File: config.mk
export PLATFORM = sky130hd
export DESIGN_NAME = goose_loader_flat
export DESIGN_NICKNAME = d
export VERILOG_FILES = /design/src/rtl/goose_loader_if.sv /design/src/rtl/goose_loader.sv /design/src/flat_wrapper.sv
export SDC_FILE = /design/constraint.sdc
export NUM_CORES = 1
export LEC_CHECK = 0
export ABC_AREA = 1
export CORE_MARGIN = 2
export CORE_UTILIZATION = 40
export CTS_BUF_LIST = sky130_fd_sc_hd__clkbuf_16
export DETAILED_ROUTE_END_ITERATION = 8
export GPL_ROUTABILITY_DRIVEN = 0
export GPL_TIMING_DRIVEN = 0
export PLACE_DENSITY_LB_ADDON = 0.2
export SLEW_MARGIN = 0
export SYNTH_ARGS = -nofsm -noshare
export SYNTH_HDL_FRONTEND = slang
export SYNTH_SLANG_ARGS = --single-unit
File: constraint.sdc
create_clock -name clk -period 6.1 [get_ports clk]
set_input_delay 0.915 -clock clk [delete_from_list [all_inputs] [get_ports clk]]
set_output_delay 0.915 -clock clk [all_outputs]
set_load 0.02 [all_outputs]
File: src/rtl/goose_loader_if.sv
// Byte-stream input and memory-write output bundle for goose_loader.
// slave = loader side, master = host/memory side.
interface goose_loader_if;
  logic [7:0] rx_data;
  logic       rx_valid;
  logic       rx_ready;
  logic       wr_en;
  logic       wr_sel;
  logic [9:0] wr_addr;
  logic [7:0] wr_data;
  logic       busy;
  logic       done;
  logic       err;
  logic [2:0] err_code;

  modport slave (
    input  rx_data, rx_valid,
    output rx_ready, wr_en, wr_sel, wr_addr, wr_data, busy, done, err, err_code
  );

  modport master (
    output rx_data, rx_valid,
    input  rx_ready, wr_en, wr_sel, wr_addr, wr_data, busy, done, err, err_code
  );
endinterface

File: src/rtl/goose_loader.sv
// Parses CMD / ADDR / LEN / data / checksum frames from a byte stream into
// sprite-index or palette memory writes, with bounds, checksum and idle-timeout checks.
module goose_loader #(
  parameter int unsigned SPRITE_DEPTH   = 1024,
  parameter int unsigned PALETTE_DEPTH  = 256,
  parameter int unsigned TIMEOUT_CYCLES = 65535
) (
  input  logic          clk,
  input  logic          rst_n,
  goose_loader_if.slave bus
);
  localparam int unsigned AW = 10;
  localparam int unsigned DW = 8;
  localparam int unsigned EW = 3;
  localparam int unsigned SW = AW + 1;
  localparam int unsigned TW = (TIMEOUT_CYCLES > 1) ? $clog2(TIMEOUT_CYCLES) : 1;

  localparam logic [DW-1:0] CMD_SPRITE  = 8'hA5;
  localparam logic [DW-1:0] CMD_PALETTE = 8'h5A;
  localparam logic [EW-1:0] E_CMD       = 3'd1;
  localparam logic [EW-1:0] E_BOUNDS    = 3'd2;
  localparam logic [EW-1:0] E_CHK       = 3'd3;
  localparam logic [EW-1:0] E_TIMEOUT   = 3'd4;

  typedef enum logic [2:0] {
    S_IDLE, S_ADDR_LO, S_ADDR_HI, S_LEN_LO, S_LEN_HI, S_DATA, S_CHECK
  } state_t;

  state_t          r_state, w_state_nx;
  logic            r_sel, w_sel_nx;
  logic [AW-1:0]   r_ptr, w_ptr_nx;
  logic [AW-1:0]   r_len, w_len_nx;
  logic            r_addr_bad, w_addr_bad_nx;
  logic [DW-1:0]   r_sum, w_sum_nx;
  logic [TW-1:0]   r_tcnt, w_tcnt_nx;
  logic            r_rx_ready, w_rx_ready_nx;
  logic            r_wr_en, w_wr_en_nx;
  logic [AW-1:0]   r_wr_addr, w_wr_addr_nx;
  logic [DW-1:0]   r_wr_data, w_wr_data_nx;
  logic            r_busy, w_busy_nx;
  logic            r_done, w_done_nx;
  logic            r_err, w_err_nx;
  logic [EW-1:0]   r_err_code, w_err_code_nx;

  logic            w_accept;
  logic [AW-1:0]   w_len_full;
  logic [SW-1:0]   w_end;
  logic [SW-1:0]   w_depth;

  assign w_accept   = bus.rx_valid && r_rx_ready;
  assign w_len_full = {bus.rx_data[1:0], r_len[7:0]};
  // r_ptr still holds the frame start address while in LEN_HI
  assign w_end      = {1'b0, r_ptr} + {1'b0, w_len_full};
  assign w_depth    = r_sel ? SW'(PALETTE_DEPTH) : SW'(SPRITE_DEPTH);

  // Next-state and registered-output logic
  always_comb begin
    w_state_nx    = r_state;
    w_sel_nx      = r_sel;
    w_ptr_nx      = r_ptr;
    w_len_nx      = r_len;
    w_addr_bad_nx = r_addr_bad;
    w_sum_nx      = r_sum;
    w_tcnt_nx     = '0;
    w_rx_ready_nx = 1'b1;
    w_wr_en_nx    = 1'b0;
    w_wr_addr_nx  = r_wr_addr;
    w_wr_data_nx  = r_wr_data;
    w_done_nx     = 1'b0;
    w_err_nx      = 1'b0;
    w_err_code_nx = r_err_code;

    if (r_state != S_IDLE && !w_accept) begin
      if (r_tcnt == TW'(TIMEOUT_CYCLES - 1)) begin
        w_state_nx    = S_IDLE;
        w_err_nx      = 1'b1;
        w_err_code_nx = E_TIMEOUT;
        w_rx_ready_nx = 1'b0;
      end else begin
        w_tcnt_nx = r_tcnt + TW'(1);
      end
    end

    if (w_accept) begin
      if (r_state != S_IDLE) w_sum_nx = r_sum + bus.rx_data;
      unique case (r_state)
        S_IDLE: begin
          if (bus.rx_data == CMD_SPRITE || bus.rx_data == CMD_PALETTE) begin
            w_state_nx    = S_ADDR_LO;
            w_sel_nx      = (bus.rx_data == CMD_PALETTE);
            w_sum_nx      = '0;
            w_err_code_nx = '0;
          end else begin
            w_err_nx      = 1'b1;
            w_err_code_nx = E_CMD;
          end
        end
        S_ADDR_LO: begin
          w_ptr_nx   = {2'b00, bus.rx_data};
          w_state_nx = S_ADDR_HI;
        end
        S_ADDR_HI: begin
          w_ptr_nx      = {bus.rx_data[1:0], r_ptr[7:0]};
          w_addr_bad_nx = |bus.rx_data[7:2];
          w_state_nx    = S_LEN_LO;
        end
        S_LEN_LO: begin
          w_len_nx   = {2'b00, bus.rx_data};
          w_state_nx = S_LEN_HI;
        end
        S_LEN_HI: begin
          if (w_len_full == '0 || r_addr_bad || (|bus.rx_data[7:2]) || w_end > w_depth) begin
            w_state_nx    = S_IDLE;
            w_err_nx      = 1'b1;
            w_err_code_nx = E_BOUNDS;
            w_rx_ready_nx = 1'b0;
          end else begin
            w_len_nx   = w_len_full;
            w_state_nx = S_DATA;
          end
        end
        S_DATA: begin
          w_wr_en_nx   = 1'b1;
          w_wr_addr_nx = r_ptr;
          w_wr_data_nx = bus.rx_data;
          w_ptr_nx     = r_ptr + AW'(1);
          w_len_nx     = r_len - AW'(1);
          if (r_len == AW'(1)) w_state_nx = S_CHECK;
        end
        S_CHECK: begin
          w_state_nx    = S_IDLE;
          w_rx_ready_nx = 1'b0;
          if (bus.rx_data == r_sum) begin
            w_done_nx = 1'b1;
          end else begin
            w_err_nx      = 1'b1;
            w_err_code_nx = E_CHK;
          end
        end
        default: w_state_nx = S_IDLE;
      endcase
    end

    w_busy_nx = (w_state_nx != S_IDLE);
  end

  always_ff @(posedge clk) begin
    if (!rst_n) begin
      r_state    <= S_IDLE;
      r_sel      <= 1'b0;
      r_ptr      <= '0;
      r_len      <= '0;
      r_addr_bad <= 1'b0;
      r_sum      <= '0;
      r_tcnt     <= '0;
      r_rx_ready <= 1'b0;
      r_wr_en    <= 1'b0;
      r_wr_addr  <= '0;
      r_wr_data  <= '0;
      r_busy     <= 1'b0;
      r_done     <= 1'b0;
      r_err      <= 1'b0;
      r_err_code <= '0;
    end else begin
      r_state    <= w_state_nx;
      r_sel      <= w_sel_nx;
      r_ptr      <= w_ptr_nx;
      r_len      <= w_len_nx;
      r_addr_bad <= w_addr_bad_nx;
      r_sum      <= w_sum_nx;
      r_tcnt     <= w_tcnt_nx;
      r_rx_ready <= w_rx_ready_nx;
      r_wr_en    <= w_wr_en_nx;
      r_wr_addr  <= w_wr_addr_nx;
      r_wr_data  <= w_wr_data_nx;
      r_busy     <= w_busy_nx;
      r_done     <= w_done_nx;
      r_err      <= w_err_nx;
      r_err_code <= w_err_code_nx;
    end
  end

  assign bus.rx_ready = r_rx_ready;
  assign bus.wr_en    = r_wr_en;
  assign bus.wr_sel   = r_sel;
  assign bus.wr_addr  = r_wr_addr;
  assign bus.wr_data  = r_wr_data;
  assign bus.busy     = r_busy;
  assign bus.done     = r_done;
  assign bus.err      = r_err;
  assign bus.err_code = r_err_code;
endmodule

File: src/flat_wrapper.sv
// flat-port wrapper written by rule: the top's interface ports become plain ports
module goose_loader_flat 
#(
  parameter int unsigned SPRITE_DEPTH   = 1024,
  parameter int unsigned PALETTE_DEPTH  = 256,
  parameter int unsigned TIMEOUT_CYCLES = 65535
)
  (clk, rst_n, bus_rx_data, bus_rx_valid, bus_rx_ready, bus_wr_en, bus_wr_sel, bus_wr_addr, bus_wr_data, bus_busy, bus_done, bus_err, bus_err_code);
  goose_loader_if bus_i ();
  input  logic clk;
  input  logic rst_n;
  input wire logic [$bits(bus_i.rx_data)-1:0] bus_rx_data;
  input wire logic [$bits(bus_i.rx_valid)-1:0] bus_rx_valid;
  output wire logic [$bits(bus_i.rx_ready)-1:0] bus_rx_ready;
  output wire logic [$bits(bus_i.wr_en)-1:0] bus_wr_en;
  output wire logic [$bits(bus_i.wr_sel)-1:0] bus_wr_sel;
  output wire logic [$bits(bus_i.wr_addr)-1:0] bus_wr_addr;
  output wire logic [$bits(bus_i.wr_data)-1:0] bus_wr_data;
  output wire logic [$bits(bus_i.busy)-1:0] bus_busy;
  output wire logic [$bits(bus_i.done)-1:0] bus_done;
  output wire logic [$bits(bus_i.err)-1:0] bus_err;
  output wire logic [$bits(bus_i.err_code)-1:0] bus_err_code;
  assign bus_i.rx_data = bus_rx_data;
  assign bus_i.rx_valid = bus_rx_valid;
  assign bus_rx_ready = bus_i.rx_ready;
  assign bus_wr_en = bus_i.wr_en;
  assign bus_wr_sel = bus_i.wr_sel;
  assign bus_wr_addr = bus_i.wr_addr;
  assign bus_wr_data = bus_i.wr_data;
  assign bus_busy = bus_i.busy;
  assign bus_done = bus_i.done;
  assign bus_err = bus_i.err;
  assign bus_err_code = bus_i.err_code;
  goose_loader #(.SPRITE_DEPTH(SPRITE_DEPTH), .PALETTE_DEPTH(PALETTE_DEPTH), .TIMEOUT_CYCLES(TIMEOUT_CYCLES)) u_core (.clk(clk), .rst_n(rst_n), .bus(bus_i));
endmodule
# Yosys cells after proc, flatten, opt, wreduce, memory -nomap -nowiden
# Index checks and enable logic that the tools add are counted.
# word_totals
out_inout_bits	27
latch_bits	0
mem_count	0
mem_bits_rw	0
romBits	0
word_cells	100
input_bits	11
ff_bits	75
# classes
reduce_logical	26
n_mul	0
muxes	35
n_shift	0
magnitude_cmp	1
n_div	0
addsub	5
eq_ne	12
bitwise_logic	4
# op_table
operator	count
case mux 10 bit (3 select lines)	2
two-way mux 3 bit	11
two-way mux 8 bit	3
case mux 3 bit (6 select lines)	1
adder 16 x 1 -> 16 bit, second input constant	1
equality test 16 bit, second input constant	1
AND reduction 3 bit	5
two-way mux 1 bit	13
nonzero test 3 bit	4
adder 10 x 10 -> 11 bit	1
> comparator 11 bit	1
two-way mux 11 bit	1
adder 10 x 1 -> 10 bit, second input constant	1
equality test 10 x 1 -> 1 bit, second input constant	1
logical NOT 10 bit	1
two-way mux 10 bit	1
subtractor 10 x 1 -> 10 bit, second input constant	1
equality test 3 bit, second input constant	3
case mux 3 bit (3 select lines)	1
adder 8 bit	1
equality test 8 x 7 -> 1 bit, second input constant	1
equality test 8 bit	1
equality test 8 bit, second input constant	1
AND reduction 2 bit	4
13 further kinds	22

# Longest topological paths before layout
# depth
depth_word	8
mapped_depth	28
depth_no_buf	28

# Least setup slack after synthesis
# No wires, ideal clock.
# synth_path
kind	reg-to-reg
startpoint	register u_core.r_ptr[0]
endpoint	register u_core.r_err, in the netlist u_core.bus.err
path_stages_with_launch	28
path_buffers	0
t_arrival_ps	2798
period_less_slack_ps	2933
setup_slack_ps	3167
setup_time_ps	135
required_time_ps	5965
path_cell_list	dfxtp_1 ha_1 inv_1 fa_1 inv_1 nand3_1 nand2_1 nand3_1 nand2_1 nand2_1 a21oi_1 or2_2 a21oi_1 o21bai_1 ha_1 nand4_1 nor2_1 nand2_1 nor2_1 nand2_1 nor2_1 nand4_1 nand2_2 nand2_1 nand2_1 nand2_1 nand2_1 a21oi_1
# synth_via
elab_chain_cells	6
# synth_rtl
element	line_no	rtl
from (decl)	goose_loader.sv:31	logic [AW-1:0] r_ptr, w_ptr_nx;
from (signal assigned)	goose_loader.sv:167	r_ptr <= w_ptr_nx;
adder 10 x 10 -> 11 bit	goose_loader.sv:53	assign w_end = {1'b0, r_ptr} + {1'b0, w_len_full};
> comparator 11 bit	goose_loader.sv:112	if (w_len_full == '0 || r_addr_bad || (|bus.rx_data[7:2]) || w_end > w_depth) begin
logical OR 1 bit	goose_loader.sv:112	
two-way mux 1 bit	goose_loader.sv:112	
case mux 1 bit (3 select lines)	goose_loader.sv:86	unique case (r_state)
two-way mux 1 bit	goose_loader.sv:84	if (w_accept) begin
to (signal assigned)	goose_loader.sv:178	r_err <= w_err_nx;
to (decl)	goose_loader.sv:42	logic r_err, w_err_nx;
# No other way between the ends.
# A chain may end at the register's enable or synchronous reset.

# Final worst setup path
# layout_path
startpoint	input bus_rx_data[0]
endpoint	register u_core.r_err, in the netlist u_core.bus.err
# layout_via
elab_chain_cells	7
word_cells_on_any_way	15
cone_classes	add/sub: 1; order compare: 1; eq/ne: 3; mux: 5; reduce/logical: 5
# layout_rtl
element	line_no	rtl
from (decl)	flat_wrapper.sv:12	input wire logic [$bits(bus_i.rx_data)-1:0] bus_rx_data;
parallel branches: the longest is 5 deep, another holds adder 10 x 10 -> 11 bit	n/a	
case mux 1 bit (3 select lines) *	goose_loader.sv:86	
two-way mux 1 bit *	goose_loader.sv:84	
# Mark *: on every way between the ends.

==> summary.txt <==
Die Y - 113 microns
Num CTS Buffers - 9
Setup crit start - bus_rx_data[0]
Detailed Place HPWL - 9620 microns
RSZ-0062 raised after global routing - false
post_cts resized - 0
Crit Path Max Fanout - 7
clk_lat worst skew - 0.34 ns
Util after Layout - 0.488
Synth Area per Inst - 7.16 sq um
crit path time final - 3.54 ns
Avg WL per Cell - 14.6 microns
Synth area leader - dfxtp_1
MaxCap Viol Count - 0
Post-synth EDFFs - 0
Crit path max-delay family - simple AND/OR/NAND/NOR gates
sequential power share - 0.429
Mapped Cells - 660
Pint - 903 uW
CP Capture Type - flip-flop
GRT Util Overall - 0.204
most used cell, CP - nand2_1
post-synthesis cell type count - 48
leak pwr - 0.00252 uW
Async SR Flop Fraction - 0
Initial DRC Count - 186
Slew headroom - 0.525
fmax - 282 MHz
setup bufs post-CTS - 0
Hold Path Class - flip-flop to flip-flop
layout cell share with drive strength beyond 1 - 0.133
switching part of the total power - 0.212
CTS tree - done
DR vias/cell - 5.18
first-pass GRT wire length - 20600 microns
DIE AREA - 12700 sq um
CTS Hold Buffers Added - 0
vias in the first global route - 4160
Post-synth top flop - dfxtp_1
final hold violation count - 0
Hold Crit Start - u_core.r_sum[6]
pwr dens - 205 nW/um^2
Mapped Area - 4730 sq um
VDD IR-drop max - 227 uV
Synth top area share - 0.318
launch point of the worst reg-to-reg path - u_core.r_ptr[0]
fill cell total of the finished layout - 1176
critical path class - primary input to flip-flop
DR pass1 iterations - 4
top cells by area, synth - dfxtp_1, nand2_1, a21oi_1
Syn Nets - 697
Core Rows - 39
CTS clk-pin slew, worst paths - 0.05 ns
Crit-path slowest cell - clkdlybuf4s50_1
pin count of the biggest net entering global routing - 13
die width - 113 microns
via count - 4430
Max stage delay on crit path - 0.77 ns
actual slew at the worst max-slew pin - 0.712 ns
antenna violations before repair - 0
DP Area - 5270 sq um
Layout Nets - 744
Routed WL - 12500 microns
GR Overflow Total - 0
Layout area overhead - 18.5%
CTS Buffer Depth - 2
crit path buf inv count - 1
initial core utilization - 0.412
Residual DRC - 0
number of diodes - 0
startpoint class of the critical path - primary input
number of I/O pins - 38
period utilization - 0.581
CP arrival - 3.73 ns
Core Footprint - 11500 sq um
clk root buf - clkbuf_16
required time of the critical path - 6.29 ns
H-tree depth - 3
Final Setup Violations - 0
Switch Pwr - 243 uW
CTS sink count - 75
DRT antenna net count - 0
Synth warnings - 0
synthesized flop and latch total - 75
logic gate share of total power - 0.044
clk_skew - 0.00951 ns
Final Max Slew Viols - 0
status - finished clean
Port Buffers - 36
Clock power frac - 0.526
Seq/Total Area, Yosys - 0.318
post-route cell area - 5600 sq um
cells along the critical path - clkdlybuf4s50_1 -> ha_1 -> a21oi_1 -> o21bai_1 -> ha_1 -> nand4_1 -> nor2_1 -> nand2_1 -> nor2_1 -> nand2_1 -> nor2_1 -> nand4_1 -> nand2_2 -> nand2_1 -> nand2_1 -> nand2_1 -> nand2_1 -> a21oi_1
Fin Setup TNS - 0 ns
state kept, by name, indices dropped and copies added (netlist names):
name / cells
u_core.r_tcnt: 16
u_core.bus.wr_addr: 10
u_core.r_len: 10
u_core.r_ptr: 10
u_core.bus.wr_data: 8
u_core.r_sum: 8
u_core.bus.err_code: 3
u_core.r_state: 3
u_core.bus.busy: 1
u_core.bus.done: 1
u_core.bus.err: 1
u_core.bus.rx_ready: 1
u_core.bus.wr_en: 1
u_core.bus.wr_sel: 1
u_core.r_addr_bad: 1
placed cells by master, fill, tap and decap left out, types with 3 or more instances in the layout:
| cell type | synthesis | layout |
|---|---|---|
| clkbuf_1 | 6 | 6 |
| nor3_2 | 7 | 7 |
| o21ai_0 | 26 | 26 |
| a211oi_1 | 3 | 3 |
| inv_1 | 86 | 89 |
| buf_2 | 3 | 3 |
| a21oi_2 | 12 | 12 |
| xor2_1 | 5 | 5 |
| nand3_1 | 44 | 44 |
| bufinv_16 | 0 | 3 |
| inv_4 | 4 | 4 |
| buf_6 | 4 | 4 |
| nand3b_1 | 5 | 5 |
| nand2_2 | 5 | 5 |
| clkbuf_16 | 0 | 9 |
| ha_1 | 24 | 24 |
| nor2_1 | 60 | 60 |
| nand4_1 | 10 | 10 |
| o21ai_1 | 9 | 9 |
| nor2_8 | 5 | 5 |
| a31oi_1 | 6 | 6 |
| dfxtp_1 | 75 | 75 |
| clkdlybuf4s50_1 | 0 | 36 |
| a211oi_2 | 3 | 3 |
| nand3_2 | 4 | 4 |
| xnor2_1 | 4 | 4 |
| or2_2 | 6 | 6 |
| a21oi_1 | 67 | 67 |
| inv_2 | 13 | 13 |
| nand2_1 | 118 | 118 |
| nor2_2 | 7 | 7 |
| nor3_1 | 12 | 12 |
| a221oi_1 | 3 | 3 |
power by group through the flow:
stage	sequential, uW	combinational, uW	clock (uW)
5_1_grt	492	55.6	631
3_3_place_gp	503	49.9	0
4_1_cts	492	50.8	619
6_report	492	50.7	603
2_1_floorplan	504	24.8	0
3_5_place_dp	503	50.5	0
worst register-to-register path, stage by stage (launching register included):
cell      delay, ns
dfxtp_1        0.43
ha_1           0.26
inv_1          0.07
fa_1           0.38
inv_1          0.08
nand3_1        0.06
nand2_1        0.10
nand3_1        0.10
nand2_1        0.08
nand2_1        0.06
a21oi_1        0.11
or2_2          0.14
a21oi_1        0.06
o21bai_1       0.13
ha_1           0.19
nand4_1        0.10
nor2_1         0.09
nand2_1        0.05
nor2_1         0.08
nand2_1        0.06
nor2_1         0.09
nand4_1        0.10
nand2_2        0.16
nand2_1        0.10
nand2_1        0.10
nand2_1        0.06
nand2_1        0.05
a21oi_1        0.06
metal layers:
metal	wire length [microns]	part of all wire	track usage
met5	0	0	0
met1	6020	0.48	0.276
met2	5720	0.46	0.323
met3	558	0.045	0.0493
met4	177	0.014	0.0610
kinds of logic (layout without fill, tap and decap cells):
logic type	Yosys count	after routing	synth area share
and+or+nand+nor	291	291	0.309
AOI/OAI and AO/OA	142	142	0.182
adders and majority gates	26	26	0.0720
xor gates and xnor gates	9	9	0.0167
buffers and inverters	117	169	0.103
DFF	75	75	0.318
final cells by class:
class                      count  area (sq um)  share of cell area
tap                          143           179              0.0319
clock buffer                   9           225              0.0402
timing repair buffer          36           360              0.0643
clock inverter                 7           110              0.0197
buffer                        14          90.1              0.0161
multi-input combinational    468          2740               0.489
sequential                    75          1500               0.268
inverter                     103           397              0.0708
per-stage QoR:
stage	worst slack, ns	std cells	power, uW	hold WS [ns]
after floorplan	3.17	660	529	0.430
after global routing	2.14	855	1180	0.497
after CTS	2.58	855	1160	0.467
final	2.56	855	1150	0.465
after detailed placement	2.23	839	553	0.449
after global placement	2.24	839	552	0.442
synth_stat cells, types with 4 or more instances:
cell,number
a21oi_1,67
a21oi_2,12
a31oi_1,6
buf_6,4
clkbuf_1,6
dfxtp_1,75
ha_1,24
inv_1,86
inv_2,13
inv_4,4
nand2_1,118
nand2_2,5
nand3_1,44
nand3_2,4
nand3b_1,5
nand4_1,10
nor2_1,60
nor2_2,7
nor2_8,5
nor3_1,12
nor3_2,7
o21ai_0,26
o21ai_1,9
or2_2,6
xnor2_1,4
xor2_1,5
path summary, 6_finish.rpt:
check                                  endpoint  slack [ns]  cells after the start
worst max-delay path             u_core.bus.err        2.56                     18
worst min-delay path            u_core.r_sum[6]        0.47                      2
worst max register to register   u_core.bus.err        2.57                     27
worst min register to register  u_core.r_sum[6]        0.47                      2
(Power assumes the default switching activity.)
